--- src/rtl/rs_tag_alloc_if.sv ---
// Handshake bundle between dispatch / RS-CDB logic and the tag allocator.
// Channel c occupies bits [c*TAG_W +: TAG_W] of the tag vectors and
// [c*(TAG_W+1) +: TAG_W+1] of used_cnt.
interface rs_tag_alloc_if #(
    parameter int CHANNELS = 2,
    parameter int TAG_W    = 3
);
    logic                          flush;
    logic [CHANNELS-1:0]           alloc_req;
    logic [CHANNELS-1:0]           free_valid;
    logic [CHANNELS*TAG_W-1:0]     free_tag;
    logic [CHANNELS-1:0]           rel_valid;
    logic [CHANNELS*TAG_W-1:0]     rel_tag;
    logic [CHANNELS*(TAG_W+1)-1:0] used_cnt;
    logic [CHANNELS-1:0]           full;
    logic [CHANNELS-1:0]           empty;
    logic [CHANNELS-1:0]           err;

    modport master (
        output flush, alloc_req, rel_valid, rel_tag,
        input  free_valid, free_tag, used_cnt, full, empty, err
    );

    modport slave (
        input  flush, alloc_req, rel_valid, rel_tag,
        output free_valid, free_tag, used_cnt, full, empty, err
    );
endinterface

--- src/rtl/rs_tag_alloc.sv ---
// Free-tag allocator for the reservation stations. Each channel owns a
// registered busy bitmap, a round-robin pointer, an occupancy count and a
// sticky error flag. The offered tag depends only on registered state, so
// no request input reaches an output combinationally.
module rs_tag_alloc #(
    parameter int ENTRIES  = 8,
    parameter int TAG_W    = 3,
    parameter int CHANNELS = 2,
    parameter int POLICY   = 0
) (
    input  logic          clk,
    input  logic          rst,
    rs_tag_alloc_if.slave bus
);
    localparam int CW = TAG_W + 1;

    for (genvar c = 0; c < CHANNELS; c++) begin : g_ch
        logic [ENTRIES-1:0] busy_q, busy_d;
        logic [TAG_W-1:0]   ptr_q, ptr_d;
        logic [CW-1:0]      cnt_q, cnt_d;
        logic               err_q, err_d;

        logic               pick_valid;
        logic [TAG_W-1:0]   pick_tag;
        logic [TAG_W-1:0]   rtag;
        logic [ENTRIES-1:0] alloc_mask, rel_mask;
        logic               alloc_ok, alloc_bad, rel_ok, rel_bad;

        assign rtag = bus.rel_tag[c*TAG_W +: TAG_W];

        // Pick the free entry to offer. The scan runs from the far end so the
        // last hit, i.e. the first in priority order, wins.
        always_comb begin
            int idx;
            pick_valid = 1'b0;
            pick_tag   = '0;
            idx        = 0;
            for (int k = ENTRIES - 1; k >= 0; k--) begin
                if (POLICY == 1) begin
                    idx = int'(ptr_q) + k;
                    if (idx >= ENTRIES) idx = idx - ENTRIES;
                end else begin
                    idx = k;
                end
                if (!busy_q[idx]) begin
                    pick_valid = 1'b1;
                    pick_tag   = TAG_W'(idx);
                end
            end
        end

        // One-hot masks for the offered tag and the release tag; an
        // out-of-range release tag yields an all-zero mask.
        always_comb begin
            alloc_mask = '0;
            rel_mask   = '0;
            for (int i = 0; i < ENTRIES; i++) begin
                alloc_mask[i] = (int'(pick_tag) == i);
                rel_mask[i]   = (int'(rtag) == i);
            end
        end

        assign alloc_ok  = bus.alloc_req[c] & pick_valid;
        assign alloc_bad = bus.alloc_req[c] & ~pick_valid;
        assign rel_ok    = bus.rel_valid[c] & (|(busy_q & rel_mask));
        assign rel_bad   = bus.rel_valid[c] & ~rel_ok;

        // Next-state: flush wins over everything but leaves err alone; a legal
        // alloc and release in the same cycle cannot hit the same entry.
        always_comb begin
            busy_d = busy_q;
            ptr_d  = ptr_q;
            cnt_d  = cnt_q;
            err_d  = err_q;
            if (bus.flush) begin
                busy_d = '0;
                ptr_d  = '0;
                cnt_d  = '0;
            end else begin
                err_d = err_q | alloc_bad | rel_bad;
                if (alloc_ok) begin
                    busy_d = busy_d | alloc_mask;
                    if (int'(pick_tag) == ENTRIES - 1) ptr_d = '0;
                    else                               ptr_d = pick_tag + TAG_W'(1);
                end
                if (rel_ok) busy_d = busy_d & ~rel_mask;
                case ({alloc_ok, rel_ok})
                    2'b10:   cnt_d = cnt_q + CW'(1);
                    2'b01:   cnt_d = cnt_q - CW'(1);
                    default: cnt_d = cnt_q;
                endcase
            end
        end

        // Channel state registers.
        always_ff @(posedge clk or posedge rst) begin
            if (rst) begin
                busy_q <= '0;
                ptr_q  <= '0;
                cnt_q  <= '0;
                err_q  <= 1'b0;
            end else begin
                busy_q <= busy_d;
                ptr_q  <= ptr_d;
                cnt_q  <= cnt_d;
                err_q  <= err_d;
            end
        end

        assign bus.free_valid[c]              = pick_valid;
        assign bus.free_tag[c*TAG_W +: TAG_W] = pick_tag;
        assign bus.used_cnt[c*CW +: CW]       = cnt_q;
        assign bus.full[c]                    = (int'(cnt_q) == ENTRIES);
        assign bus.empty[c]                   = (cnt_q == '0);
        assign bus.err[c]                     = err_q;
    end
endmodule

--- src/flat_wrapper.sv ---
// flat-port wrapper written by rule: the top's interface ports become plain ports
module rs_tag_alloc_flat 
#(
    parameter int ENTRIES  = 8,
    parameter int TAG_W    = 3,
    parameter int CHANNELS = 2,
    parameter int POLICY   = 0
)
  (clk, rst, bus_flush, bus_alloc_req, bus_rel_valid, bus_rel_tag, bus_free_valid, bus_free_tag, bus_used_cnt, bus_full, bus_empty, bus_err);
  rs_tag_alloc_if #(.CHANNELS(CHANNELS), .TAG_W(TAG_W)) bus_i ();
  input  logic clk;
  input  logic rst;
  input wire logic [$bits(bus_i.flush)-1:0] bus_flush;
  input wire logic [$bits(bus_i.alloc_req)-1:0] bus_alloc_req;
  input wire logic [$bits(bus_i.rel_valid)-1:0] bus_rel_valid;
  input wire logic [$bits(bus_i.rel_tag)-1:0] bus_rel_tag;
  output wire logic [$bits(bus_i.free_valid)-1:0] bus_free_valid;
  output wire logic [$bits(bus_i.free_tag)-1:0] bus_free_tag;
  output wire logic [$bits(bus_i.used_cnt)-1:0] bus_used_cnt;
  output wire logic [$bits(bus_i.full)-1:0] bus_full;
  output wire logic [$bits(bus_i.empty)-1:0] bus_empty;
  output wire logic [$bits(bus_i.err)-1:0] bus_err;
  assign bus_i.flush = bus_flush;
  assign bus_i.alloc_req = bus_alloc_req;
  assign bus_i.rel_valid = bus_rel_valid;
  assign bus_i.rel_tag = bus_rel_tag;
  assign bus_free_valid = bus_i.free_valid;
  assign bus_free_tag = bus_i.free_tag;
  assign bus_used_cnt = bus_i.used_cnt;
  assign bus_full = bus_i.full;
  assign bus_empty = bus_i.empty;
  assign bus_err = bus_i.err;
  rs_tag_alloc #(.ENTRIES(ENTRIES), .TAG_W(TAG_W), .CHANNELS(CHANNELS), .POLICY(POLICY)) u_core (.clk(clk), .rst(rst), .bus(bus_i));
endmodule
--- config.mk ---
export PLATFORM = sky130hd
export DESIGN_NAME = rs_tag_alloc_flat
export DESIGN_NICKNAME = d
export VERILOG_FILES = /design/src/rtl/rs_tag_alloc_if.sv /design/src/rtl/rs_tag_alloc.sv /design/src/flat_wrapper.sv
export SDC_FILE = /design/constraint.sdc
export NUM_CORES = 1
export LEC_CHECK = 0
export ABC_CLOCK_PERIOD_IN_PS = 4100
export BUFFER_PORTS_ARGS = -buffer_cell sky130_fd_sc_hd__buf_2
export CAP_MARGIN = 0
export CORE_ASPECT_RATIO = 1.4
export CORE_MARGIN = 2
export CORE_UTILIZATION = 35
export CTS_CLUSTER_DIAMETER = 200
export DETAILED_ROUTE_END_ITERATION = 16
export PLACE_DENSITY = 0.64
export SYNTH_ARGS = -nofsm -noshare
export SYNTH_HDL_FRONTEND = slang
export SYNTH_SLANG_ARGS = --single-unit
--- constraint.sdc ---
create_clock -name clk -period 4.1 [get_ports clk]
set_input_delay 0.82 -clock clk [delete_from_list [all_inputs] [get_ports clk]]
set_output_delay 0.82 -clock clk [all_outputs]
set_load 0.01 [all_outputs]
==> impl_metrics.py, run 1 <==
metrics = {
    "run_status": {
        "outcome": "finished, final reports clean",
    },
    "cells_and_area": {
        "fin_util_pct": 40.38,
        "final_nets": 251,
        "syn_to_final_growth_pct": 12.20,
        "drive_gt1_share_pct": 21.03,
        "diodes": 0,
    },
    "synth": {
        "synth_xor_area_share_pct": 2.763,
        "muxShareOfSynthArea_pct": 7.075,
        "syn_inst": 208,
        "synth_top_area_cell": "dfrtp_1",
        "synth_edf_count": 0,
        "synthesis.area_um2": 1857,
        "yosysTopAreaCellShare_pct": 35.04,
        "synth_ff_type": "dfrtp_1",
        "ys_ff_latch": 26,
        "synth_simple_gate_area_share_pct": 22.10,
        "yosysMostFrequentCell": "dfrtp_1",
        "synth_top_family_by_area": "compound AO/OA/AOI/OAI gates",
        "synth.distinct_cells": 52,
        "async_reset_ff_share_pct": 100.0,
        "ys_seq_area_share_pct": 35.04,
        "synth_common_cells": "26 x dfrtp_1, 23 x nor2_1, 14 x nand2_1, 13 x inv_1, 12 x mux2i_1",
        "synth-compound-area-share_pct": 23.32,
        "synth_adder_area_share_pct": 2.695,
        "postSynthNetCount": 225,
        "ys_warn_count": 0,
        "synth.area.top_cells": "dfrtp_1 35%, mux2i_1 6.5%, nor2_1 4.6%",
        "syn_area_per_cell_um2": 8.927,
    },
    "power_and_ir_drop": {
        "p_per_area_nw_per_um2": 285.6,
        "ir_drop_mv": 0.1024,
        "p_leak_uw": 0.0009389,
    },
    "floorplan": {
        "core_area_um2": 5159,
        "dieArea_um2": 5912,
        "die_h_um": 90.18,
        "pin_count": 35,
        "fp-row-count": 31,
        "start_util_pct": 35.99,
        "die_w_um": 65.56,
    },
    "cts": {
        "hold_buffers": 0,
        "clock_sinks": 26,
        "cts_made_buffers": 3,
        "ctsHtreeMaxLevel": 1,
        "clock_path_buffers": 2,
        "cts_root_buf": "clkbuf_8",
        "post_cts_resize_count": 0,
        "path_clk_slew_ns": 0.09,
        "postCtsSetupBuffers": 0,
        "cts_tree": "done",
        "clk_latency_ns": 0.27,
    },
    "global_route": {
        "antenna_found_initial": 0,
        "grt_pass1_vias": 1546,
        "grt_start_max_net_pins": 29,
        "gr-usage-all-layers_pct": 15.05,
        "grt_pass1_wl_mm": 7.189,
        "gr-total-overflow": 0,
    },
    "timing": {
        "min_period_over_period_pct": 66.13,
        "skew_ns": 0.003185,
        "rsz0062_at_grt": "false",
        "final_hold_viol_count": 0,
        "fin_crit_ns": 2.711,
        "maxSlewHeadroom_pct": 32.92,
        "fin_hold_ws_ns": 0.4717,
        "slew_viol_final": 0,
        "worst_pin_slew_ns": 1.005,
        "setup_viol": 0,
        "fin_tns_setup_ns": 0,
        "fmax_mhz": 368.8,
        "layout_setup_ws_ns": 1.389,
    },
    "placed_design": {
        "gp_congestion": 0.8536,
        "numPortBuffers": 34,
        "dpl.hpwl_mm": 3.198,
        "dp_slack_ns": 1.101,
    },
    "route": {
        "drtAntennaViolNets": 0,
        "drt-total-wl_mm": 4.262,
        "post_drt_wl_per_cell_um": 14.25,
        "drt-pass1-iter-count": 4,
        "route.vias.total": 1653,
        "route.detailed.drc": 0,
        "first_iter_violations": 136,
        "via_per_inst": 5.528,
    },
    "critical_path": {
        "crit_arrival_ns": 2.87,
        "cp.required_ns": 4.26,
        "endpoint_kind": "register",
        "crit_type": "in2reg",
        "crit_path_max_fanout": 10,
        "start_kind": "input port",
    },
    "run": {
        "cap_violations": 0,
    },
    "worst_hold_path": {
        "hold_path.class": "reg2reg",
    },
}
-- flip-flops by register name, summed over array words and instances, names as in the netlist --
name,cells
u_core.g_ch.err_q,2
u_core.g_ch.busy_q,16
u_core.g_ch.cnt_q,8
-- final timing paths --
| kind | to | from | cells after the start | slack [ns] |
|---|---|---|---|---|
| worst max-delay path | u_core.g_ch[1].cnt_q[3] | bus_rel_tag[3] | 9 | 1.39 |
| worst min-delay path | u_core.g_ch[0].err_q | u_core.g_ch[0].err_q | 1 | 0.47 |
| worst max register to register | u_core.g_ch[0].cnt_q[2] | u_core.g_ch[0].busy_q[5] | 9 | 1.62 |
| worst min register to register | u_core.g_ch[0].err_q | u_core.g_ch[0].err_q | 1 | 0.47 |
| max in group asynchronous | u_core.g_ch[1].cnt_q[1] | rst | 2 | 2.72 |
| min in group asynchronous | u_core.g_ch[1].cnt_q[2] | rst | 2 | 0.78 |
-- area by class of cell --
type / instances / area [um^2]
Tap cell: 66 / 82.58
Clock buffer: 4 / 55.05
Sequential cell: 26 / 650.6
Multi-Input combinational cell: 156 / 1076
Timing Repair Buffer: 34 / 170.2
Fill cell: 530 / 3075
Inverter: 13 / 48.80
-- stage by stage --
stage / instances / total power, uW / instance area, um^2
after CTS: 299 / 605.0 / 2083
after global placement: 295 / 432.5 / 2028
final: 299 / 594.9 / 2083
after detailed placement: 295 / 435.0 / 2028
after global routing: 299 / 632.7 / 2083
after floorplan: 208 / 391.8 / 1857
-- cell families after synthesis --
family,after synthesis
AND/OR/NAND/NOR,77
AO/OA/AOI/OAI,57
buffers and inverters,26
flip-flops,26
multiplexers,13
XOR/XNOR,5
adder cells (fa/ha/maj),4
-- cells in the final DEF, fill, tap and decap left out, types with 4 or more instances in the layout --
cell type  count
a311oi_1       8
nand2_1       14
mux2i_1       12
nor2b_1        6
a21oi_1       10
buf_2         34
a211oi_1       8
clkbuf_8       4
nand2b_1       4
nand3_1        6
nor2_1        23
inv_1         13
dfrtp_1       26
a31oi_1        6
ha_1           4
nor3_1         4
o21ai_0        5
-- worst max-delay path, cell delays in order --
cell and delay [ns]:
buf_2 0.21, mux2i_1 0.12, a22oi_2 0.20, nand4_2 0.23, nor2_1 0.25, ha_1 0.32, a31oi_1 0.18, a2bb2oi_1 0.20
mux2_1 0.33
-- where the power goes --
group / switching, uW / internal, uW
clock: 80.0 / 85.8
sequential: 22.4 / 268
combinational: 78.3 / 60.2
-- layer usage --
metal	up-vias	global-route usage, %	wire, um
met2	34	27.04	2211
met3	2	2.503	165
met1	801	17.89	1860
li1	816	-	-
met5	-	0	0
met4	0	4.514	23
Power figures use the tool's default switching activity.
==> run 2: changes to the inputs <==
Settings changed: ABC_CLOCK_PERIOD_IN_PS 4100 to 2230, PLACE_DENSITY 0.64 to 0.66.
Clock period 4.1 ns to 2.23 ns, I/O delays scaled along.
==> impl_metrics.py, run 2 (same netlist as run 1, synthesis figures left out) <==
metrics = {
    "floorplan": {
        "die_h_um": 90.18,
        "fp-row-count": 31,
        "die_w_um": 65.56,
        "core_area_um2": 5159,
        "pin_count": 35,
        "start_util_pct": 35.99,
        "dieArea_um2": 5912,
    },
    "route": {
        "post_drt_wl_per_cell_um": 13.92,
        "route.vias.total": 1740,
        "via_per_inst": 5.438,
        "route.detailed.drc": 0,
        "first_iter_violations": 92,
        "drt-total-wl_mm": 4.454,
        "drt-pass1-iter-count": 4,
        "drtAntennaViolNets": 0,
    },
    "run": {
        "cap_violations": 0,
    },
    "cells_and_area": {
        "drive_gt1_share_pct": 34.25,
        "final_common_cell": "buf_2",
        "diodes": 0,
        "syn_to_final_growth_pct": 25.47,
        "largest_register_ffs": 16,
        "mostFrequentLayoutCells": "34 x buf_2, 22 x nor2_1, 22 x dfrtp_1, 21 x buf_4",
        "top_register": "u_core.g_ch.busy_q",
        "final_nets": 272,
        "top_regs": "u_core.g_ch.busy_q x16, u_core.g_ch.cnt_q x8, u_core.g_ch.err_q x2",
    },
    "power_and_ir_drop": {
        "p_leak_uw": 0.001043,
        "p_per_area_nw_per_um2": 494.2,
        "ir_drop_mv": 0.2158,
    },
    "timing": {
        "min_period_over_period_pct": 94.59,
        "fin_crit_ns": 2.109,
        "final_hold_viol_count": 0,
        "worst_pin_slew_ns": 0.4813,
        "skew_ns": 0.001256,
        "fmax_mhz": 474.1,
        "layout_setup_ws_ns": 0.1206,
        "rsz0062_at_grt": "true",
        "fin_tns_setup_ns": 0,
        "setup_viol": 0,
        "maxSlewHeadroom_pct": 67.76,
        "fin_hold_ws_ns": 0.2146,
        "slew_viol_final": 0,
    },
    "global_route": {
        "gr-total-overflow": 0,
        "gr-usage-all-layers_pct": 16.30,
        "grt_pass1_wl_mm": 7.935,
        "grt_pass1_vias": 1761,
        "grt_start_max_net_pins": 27,
        "antenna_found_initial": 0,
    },
    "placed_design": {
        "numPortBuffers": 34,
        "dpl.hpwl_mm": 3.406,
        "dp_slack_ns": -0.1365,
        "gp_congestion": 0.8965,
    },
    "critical_path": {
        "crit_arrival_ns": 2.27,
        "reg2reg_from": "u_core.g_ch[0].busy_q[5]",
        "cp.required_ns": 2.39,
        "crit_type": "reg2reg",
        "critPathLaunch": "u_core.g_ch[0].busy_q[5]",
        "endpoint_kind": "register",
        "start_kind": "register",
        "crit_path_max_fanout": 5,
    },
    "cts": {
        "cts_root_buf": "clkbuf_8",
        "cts_made_buffers": 3,
        "clk_latency_ns": 0.27,
        "clock_sinks": 26,
        "clock_path_buffers": 2,
        "path_clk_slew_ns": 0.09,
        "ctsHtreeMaxLevel": 1,
        "cts_tree": "done",
    },
    "worst_hold_path": {
        "hold_path.class": "in2async",
    },
    "run_status": {
        "outcome": "finished, final reports clean",
    },
}
[run 2: final timing paths]
kind / to / slack [ns] / cells past startpoint
setup / recovery: u_core.g_ch[0].cnt_q[2] / 0.12 / 9
hold / removal: u_core.g_ch[1].cnt_q[3] / 0.21 / 3
setup reg to reg: u_core.g_ch[0].cnt_q[2] / 0.12 / 9
hold reg to reg: u_core.g_ch[0].err_q / 0.48 / 1
max in group asynchronous: u_core.g_ch[0].busy_q[0] / 1.74 / 3
min in group clk: u_core.g_ch[0].err_q / 0.48 / 1
[run 2: final cells by class]
cell class / instances / area [um^2]
fill: 535 / 2829
multi-input combinational: 156 / 1157
sequential: 26 / 655.6
timing repair buffer: 55 / 327.8
tap: 66 / 82.58
clock buffer: 4 / 55.05
inverter: 13 / 51.30
[run 2: metrics by stage]
stage | area, um^2 | utilization (%) | cells | total power (uW)
6_report | 2330 | 45.16 | 320 | 1151
5_1_grt | 2330 | 45.16 | 320 | 1231
4_1_cts | 2285 | 44.29 | 317 | 1159
3_5_place_dp | 2230 | 43.22 | 313 | 849.2
3_3_place_gp | 2230 | 43.22 | 313 | 844.5
2_1_floorplan | 1931 | - | 208 | 739.7
[run 2: layer usage]
layer	up-vias	global-route usage [%]	share of wire, %
met3	5	1.627	3.3
li1	856	-	-
met1	844	20.61	42
met5	-	0	0
met2	35	29.34	54
met4	0	3.646	0.94
[run 2: report_power, final]
group | leakage (uW) | switching (uW) | internal [uW]
Combinational | 0.000676 | 161 | 147
Clock | 0.0000288 | 148 | 158
Sequential | 0.000338 | 44.0 | 494
[run 2: timing repair]
| action | 4_1_cts | 5_1_grt |
|---|---|---|
| buffers inserted | 0 | 3 |
| gates resized for setup | 0 | 10 |
| setup endpoints to repair | 0 | 4 |
| hold buffers | 0 | 0 |
[run 2: worst max-delay path: stages, from the launching register on]
cell	delay (ns)
dfrtp_1	0.42
nand4_1	0.21
o31ai_4	0.34
nand2_4	0.11
xnor2_2	0.14
ha_2	0.18
a211o_1	0.23
nand3_2	0.09
inv_1	0.04
o221a_2	0.25
==> run 3: changes to the inputs <==
Settings changed: RECOVER_POWER set to 50.
==> impl_metrics.py, run 3 (same netlist as run 1, synthesis figures left out) <==
metrics = {
    "timing": {
        "fmax_mhz": 474.1,
        "final_hold_viol_count": 0,
        "fin_hold_ws_ns": 0.4844,
        "slew_viol_final": 0,
        "worst_pin_slew_ns": 1.436,
        "rsz0062_at_grt": "true",
        "fin_crit_ns": 2.109,
        "min_period_over_period_pct": 94.59,
        "setup_viol": 0,
        "maxSlewHeadroom_pct": 4.262,
        "skew_ns": 0.001265,
    },
    "worst_hold_path": {
        "hold_start": "u_core.g_ch[0].err_q",
        "hold_path.class": "reg2reg",
    },
    "cells_and_area": {
        "postLayoutCellArea_um2": 2316,
        "largest_register_ffs": 16,
        "top_regs": "u_core.g_ch.busy_q x16, u_core.g_ch.cnt_q x8, u_core.g_ch.err_q x2",
        "diodes": 0,
        "drive_gt1_share_pct": 30.71,
        "mostFrequentLayoutCells": "26 x buf_2, 22 x nor2_1, 22 x dfrtp_1, 20 x buf_4",
        "top_register": "u_core.g_ch.busy_q",
        "final_common_cell": "buf_2",
        "final_nets": 272,
        "syn_to_final_growth_pct": 24.73,
    },
    "critical_path": {
        "endpoint_kind": "register",
        "reg2reg_from": "u_core.g_ch[0].busy_q[5]",
        "crit_type": "reg2reg",
        "cp.required_ns": 2.39,
        "crit_arrival_ns": 2.27,
        "critPathLaunch": "u_core.g_ch[0].busy_q[5]",
        "start_kind": "register",
        "crit_path_max_fanout": 5,
    },
    "global_route": {
        "antenna_found_initial": 0,
        "grt_start_max_net_pins": 27,
        "grt_pass1_wl_mm": 7.935,
        "gr-total-overflow": 0,
        "grt_pass1_vias": 1761,
        "gr-usage-all-layers_pct": 16.30,
    },
    "cts": {
        "hold_buffers": 0,
        "clock_sinks": 26,
        "cts_made_buffers": 3,
        "clock_path_buffers": 2,
        "cts_root_buf": "clkbuf_8",
        "ctsHtreeMaxLevel": 1,
        "clk_latency_ns": 0.27,
        "path_clk_slew_ns": 0.09,
        "cts_tree": "done",
    },
    "route": {
        "drt-total-wl_mm": 4.471,
        "via_per_inst": 5.441,
        "route.detailed.drc": 0,
        "drtAntennaViolNets": 0,
        "route.vias.total": 1741,
        "first_iter_violations": 94,
        "drt-pass1-iter-count": 4,
        "post_drt_wl_per_cell_um": 13.97,
    },
    "power_and_ir_drop": {
        "p_leak_uw": 0.001014,
        "p_per_area_nw_per_um2": 495.8,
        "ir_drop_mv": 0.2158,
    },
    "floorplan": {
        "start_util_pct": 35.99,
        "core_area_um2": 5159,
        "dieArea_um2": 5912,
        "pin_count": 35,
        "fp-row-count": 31,
        "die_w_um": 65.56,
        "die_h_um": 90.18,
    },
    "placed_design": {
        "dpl.hpwl_mm": 3.406,
        "place_area_um2": 2230,
        "gp_congestion": 0.8965,
        "numPortBuffers": 34,
    },
    "run_status": {
        "outcome": "finished, final reports clean",
    },
    "run": {
        "cap_violations": 0,
    },
}
## run 3: path summary, 6_finish.rpt
| path | endpoint | slack (ns) | cells past startpoint |
|---|---|---|---|
| setup / recovery | u_core.g_ch[0].cnt_q[2] | 0.12 | 9 |
| hold / removal | u_core.g_ch[0].err_q | 0.48 | 1 |
| setup reg to reg | u_core.g_ch[0].cnt_q[2] | 0.12 | 9 |
| hold reg to reg | u_core.g_ch[0].err_q | 0.48 | 1 |
| max in group asynchronous | u_core.g_ch[0].busy_q[0] | 0.64 | 3 |
| min in group asynchronous | u_core.g_ch[1].cnt_q[3] | 0.64 | 3 |
## run 3: per-stage QoR
stage / setup slack [ns] / power [uW] / TNS [ns] / cells / util [%]
floorplan: -0.01445 / 739.7 / -0.01710 / 208 / -
global placement: -0.08420 / 844.5 / -0.2147 / 313 / 43.22
detailed placement: -0.1365 / 849.2 / -0.3217 / 313 / 43.22
CTS: 0.08025 / 1159 / 0 / 317 / 44.29
global route: -0.01784 / 1227 / -0.03553 / 320 / 44.89
finish: 0.1206 / 1148 / 0 / 320 / 44.89
## run 3: metal layers
metal | part of all wire [%] | GRT usage (%) | routed length (um) | up-vias
met4 | 0.94 | 3.646 | 42 | 0
met5 | 0 | 0 | 0 | -
li1 | - | - | - | 857
met1 | 42 | 20.61 | 1891 | 844
met2 | 53 | 29.34 | 2387 | 35
met3 | 3.3 | 1.627 | 149 | 5
## run 3: timing repair
item                                    4_1_cts  5_1_grt
buffers inserted                              0        3
resized for setup                             0       10
hold endpoints to repair                      0        0
endpoints found under the setup margin        0        4
## run 3: final cells by class
class,instances,area (um^2)
Sequential cell,26,655.6
Multi-Input combinational cell,156,1157
Fill cell,542,2843
Clock buffer,4,55.05
Tap cell,66,82.58
Inverter,13,51.30
Timing Repair Buffer,55,314.1
## run 3: critical path, stage by stage, from the launching register on
cell,delay (ns)
dfrtp_1,0.42
nand4_1,0.21
o31ai_4,0.34
nand2_4,0.11
xnor2_2,0.14
ha_2,0.18
a211o_1,0.23
nand3_2,0.09
inv_1,0.04
o221a_2,0.25
## run 3: power breakdown
group,internal (uW),switching [uW]
clock,158,148
combinational,143,161
sequential,494,44.5
